`src/rtl/divider32.sv`:
```
// Sequential 32-bit unsigned restoring divider, one quotient bit per clock.
// Each trial subtraction reuses the Adder32 datapath as a + ~b + 1.

module adder32 (
    input  logic [31:0] a,
    input  logic [31:0] b,
    input  logic        cin,
    output logic [31:0] sum,
    output logic        cout
);
    assign {cout, sum} = {1'b0, a} + {1'b0, b} + {32'd0, cin};
endmodule

module divider32 (
    input  logic        clk,
    input  logic        rst,
    input  logic        start,
    input  logic [31:0] operand1,
    input  logic [31:0] operand2,
    output logic [31:0] quotient,
    output logic [31:0] remainder,
    output logic        busy,
    output logic        done,
    output logic        div_by_zero
);
    typedef enum logic [1:0] {IDLE, RUN, DONE} state_t;

    state_t      state, state_nxt;
    logic [31:0] divisor;
    logic [31:0] qreg;
    // Bit 32 of the partial remainder is always zero between iterations
    // (a restore only happens when shifted[32]=0), so only 32 bits are kept.
    logic [31:0] prem;
    logic [4:0]  count;

    logic [32:0] shifted;
    logic [31:0] diff;
    logic        cout;
    logic        ge;
    logic [31:0] prem_nxt;
    logic [31:0] qreg_nxt;
    logic        accept;

    assign shifted = {prem, qreg[31]};

    adder32 u_sub (
        .a   (shifted[31:0]),
        .b   (~divisor),
        .cin (1'b1),
        .sum (diff),
        .cout(cout)
    );

    assign ge       = shifted[32] | cout;
    assign prem_nxt = ge ? diff : shifted[31:0];
    assign qreg_nxt = {qreg[30:0], ge};
    assign accept   = start && (state != RUN);

    assign busy = (state == RUN);
    assign done = (state == DONE);

    always_ff @(posedge clk) begin
        if (rst) state <= IDLE;
        else     state <= state_nxt;
    end

    always_comb begin
        state_nxt = state;
        case (state)
            IDLE, DONE: begin
                if (accept)              state_nxt = (operand2 == 32'd0) ? DONE : RUN;
                else if (state == DONE)  state_nxt = IDLE;
            end
            RUN: begin
                if (count == 5'd31) state_nxt = DONE;
            end
            default: state_nxt = IDLE;
        endcase
    end

    always_ff @(posedge clk) begin
        if (rst) begin
            divisor     <= 32'd0;
            qreg        <= 32'd0;
            prem        <= 32'd0;
            count       <= 5'd0;
            quotient    <= 32'd0;
            remainder   <= 32'd0;
            div_by_zero <= 1'b0;
        end else if (accept) begin
            if (operand2 == 32'd0) begin
                quotient    <= 32'hFFFF_FFFF;
                remainder   <= operand1;
                div_by_zero <= 1'b1;
            end else begin
                divisor <= operand2;
                qreg    <= operand1;
                prem    <= 32'd0;
                count   <= 5'd0;
            end
        end else if (state == RUN) begin
            qreg  <= qreg_nxt;
            prem  <= prem_nxt;
            count <= count + 5'd1;
            if (count == 5'd31) begin
                quotient    <= qreg_nxt;
                remainder   <= prem_nxt;
                div_by_zero <= 1'b0;
            end
        end
    end
endmodule
```
`config.mk`:
```
export PLATFORM = sky130hd
export DESIGN_NAME = divider32
export DESIGN_NICKNAME = d
export VERILOG_FILES = /design/src/rtl/divider32.sv
export SDC_FILE = /design/constraint.sdc
export NUM_CORES = 1
export LEC_CHECK = 0
export ABC_AREA = 1
export BUFFER_PORTS_ARGS = -buffer_cell sky130_fd_sc_hd__buf_2
export CORE_UTILIZATION = 45
export CTS_CLUSTER_DIAMETER = 200
export CTS_CLUSTER_SIZE = 20
export DETAILED_ROUTE_END_ITERATION = 7
export PLACE_DENSITY = 0.63
export SYNTH_ARGS = -nofsm -noshare
export SYNTH_HDL_FRONTEND = slang
export SYNTH_SLANG_ARGS = --single-unit
```
`constraint.sdc`:
```
create_clock -name clk -period 5.3 [get_ports clk]
set_clock_uncertainty 0.05 [all_clocks]
set_input_delay 0.265 -clock clk [delete_from_list [all_inputs] [get_ports clk]]
set_output_delay 0.265 -clock clk [all_outputs]
set_load 0.05 [all_outputs]
```
==> impl_metrics.py <==
metrics = {
    "worst_setup_path": {
        "timing.rr.start": "qreg[31]",
        "crit_start": "qreg[31]",
        "worstSetupEndpointType": "flop",
        "arrival_ps": 3370,
        "cp_max_fo": 34,
        "critPathKind": "flop to flop",
        "startpoint_type": "flop",
        "cp_data_required_time_ps": 5630,
    },
    "floorplanning": {
        "core_area_um2": 21900,
        "start_util_pct": 46.1,
        "die_w_um": 152,
        "die_area_um2": 23000,
        "row_count": 54,
        "io_pins": 134,
        "die_h_um": 152,
    },
    "sta": {
        "rsz0062_at_grt": "false",
        "hold_violations": 0,
        "post-route-min-period_ps": 3050,
        "hold_ws_ps": 74.4,
        "fin_tns_setup_ps": 0,
        "timing.final.crit_share_pct": 57.5,
        "setup_viol": 0,
        "slew_headroom_pct": 23.1,
        "fin_ws_ps": 2250,
        "fmax_mhz": 328,
        "slew_violations": 0,
        "tightest_slew_ps": 1150,
    },
    "clock_network": {
        "htree_levels": 4,
        "clkTransAtPathRegs_ps": 80,
        "clockBufferDepth": 2,
        "clock_sinks": 168,
        "cts_root_buf": "clkbuf_16",
        "post_cts_buffers": 0,
        "clock_latency_ps": 430,
        "ctsHoldBuffers": 0,
        "post_cts_resized": 0,
        "cts_tree": "built",
        "numCtsBuffers": 17,
    },
    "synth": {
        "ys_ff_latch": 168,
        "postSynth.asyncResetShare_pct": 0,
        "synth_area_um2": 10100,
        "synth_warnings": 0,
        "yosysSeqAreaShare_pct": 33.3,
        "synth_edf_count": 0,
        "ys_types": 36,
        "synth-main-ff-cell": "dfxtp_1",
        "netlist_instances": 1678,
        "synth.net_count": 1780,
        "syn_area_per_cell_um2": 6.01,
    },
    "grt": {
        "grt_pass1_wl_um": 46800,
        "antenna_found_initial": 0,
        "first_global_vias": 9120,
        "grt_usage_pct": 26.3,
        "grt_max_degree": 103,
        "overflow": 0,
    },
    "detailed_routing": {
        "drt-wirelength-per-cell_um": 14.3,
        "dr_total_vias": 10100,
        "antenna_left": 0,
        "firstDrtPassIters": 7,
        "route.detailed.drc": 0,
        "drt_iter0_drc": 616,
        "viasPerCell": 4.93,
        "wl_um": 29400,
    },
    "placed_design": {
        "io_buffers": 133,
        "gp_congestion": 0.919,
        "dp_slack_ps": 2260,
        "dpl.hpwl_um": 22100,
    },
    "pwr": {
        "p_per_area_nw_per_um2": 422,
        "vdd_ir_drop_max_v": 0.000226,
        "p_leak_nw": 6.29,
    },
    "finish": {
        "drive_above_1_share_pct": 10.9,
        "final_cell_mix": "nand2_1, nor2_1, inv_1",
        "mostFrequentLayoutCell": "nand2_1",
        "fin_nets": 1867,
        "area_delta_synth_final_pct": 13.6,
        "antenna_cells": 0,
    },
    "min_path": {
        "worst_hold_startpoint": "operand2[20]",
        "hp-class": "primary input to flop",
    },
    "run_status": {
        "status": "finished clean",
    },
    "flow_run": {
        "maxCapViolations": 0,
    },
}
## worst max-delay path, cell delays in order, from the launching register on
cell and delay [ps]:
dfxtp_1 330, inv_1 50, ha_1 200, fa_1 410, inv_1 110, nand2_1 50, nand2_1 60, nand3_1 80
nand2_2 100, nand2_1 60, nand2_2 80, nand2_2 70, nand2_2 80, nand2_4 250, nor2_8 500, nand2_1 260
nand3_1 140, nand2_1 50, inv_1 40
## Yosys cell counts, types with 6 or more instances
cell,n,share of area [%]
nand4_1,9,0.56
nand2_2,6,0.37
clkbuf_1,46,1.7
ha_1,34,4.2
nor3_1,8,0.40
nand2_1,408,15
nand3_1,131,6.5
o21ai_1,33,1.6
a21oi_1,88,4.4
xor2_1,16,1.4
inv_1,268,10
dfxtp_1,168,33
o21ai_0,98,4.9
nor2_1,305,11
buf_2,19,0.94
## cells by family (layout without fill, tap and decap cells)
logic type / count (synthesis) / after routing / share of synthesized area, %
xor gates and xnor gates: 17 / 17 / 1.48
and+or+nand+nor: 886 / 886 / 35.9
adders and majority gates: 35 / 35 / 4.42
DFF: 168 / 168 / 33.3
buffers and inverters: 346 / 445 / 13.5
AOI/OAI and AO/OA: 226 / 226 / 11.4
## state kept, by name, summed over array words and instances (netlist names)
name / cells
state: 2
divisor: 32
div_by_zero: 1
remainder: 32
quotient: 32
qreg: 32
prem: 32
count: 5
## final cells by class
| class | count | area (um^2) |
|---|---|---|
| clock buffers | 18 | 439 |
| repair buffers | 142 | 733 |
| clock inverters | 13 | 161 |
| flip-flops and latches | 168 | 3360 |
| well taps | 280 | 350 |
| inverters | 272 | 1020 |
| multi-input cells | 1164 | 5390 |
| fillers | 2390 | 10400 |
## layer usage
metal,vias up,global-route usage (%),wire length (um)
li1,5361,-,-
met1,4522,34.1,14000
met2,220,44.3,13600
met3,36,3.20,1050
met4,0,9.75,748
met5,-,0,0
## report_power, final
part           internal, mW  switching (mW)  total [mW]
clock network         0.721           0.564        1.28
logic                 0.601            1.43        2.03
registers              1.41           0.108        1.52
total                  2.73            2.10        4.83
## through the flow
| stage | utilization, % | total power [mW] | std cells | cell area, um^2 |
|---|---|---|---|---|
| 3_3_place_gp | 49.6 | 3.56 | 2026 | 10900 |
| 5_1_grt | 52.3 | 5.20 | 2057 | 11500 |
| 3_5_place_dp | 49.6 | 3.57 | 2026 | 10900 |
| 6_report | 52.3 | 4.83 | 2057 | 11500 |
| 4_1_cts | 52.3 | 4.86 | 2057 | 11500 |
| 2_1_floorplan | - | 3.07 | 1678 | 10100 |
## final timing paths
| check | to | slack, ps | cells past startpoint |
|---|---|---|---|
| min reg2reg | div_by_zero | 410 | 2 |
| min | divisor[20] | 70 | 3 |
| max reg2reg | remainder[27] | 2250 | 18 |
| max | remainder[27] | 2250 | 18 |
No activity file was read; power rests on OpenSTA's default activity.
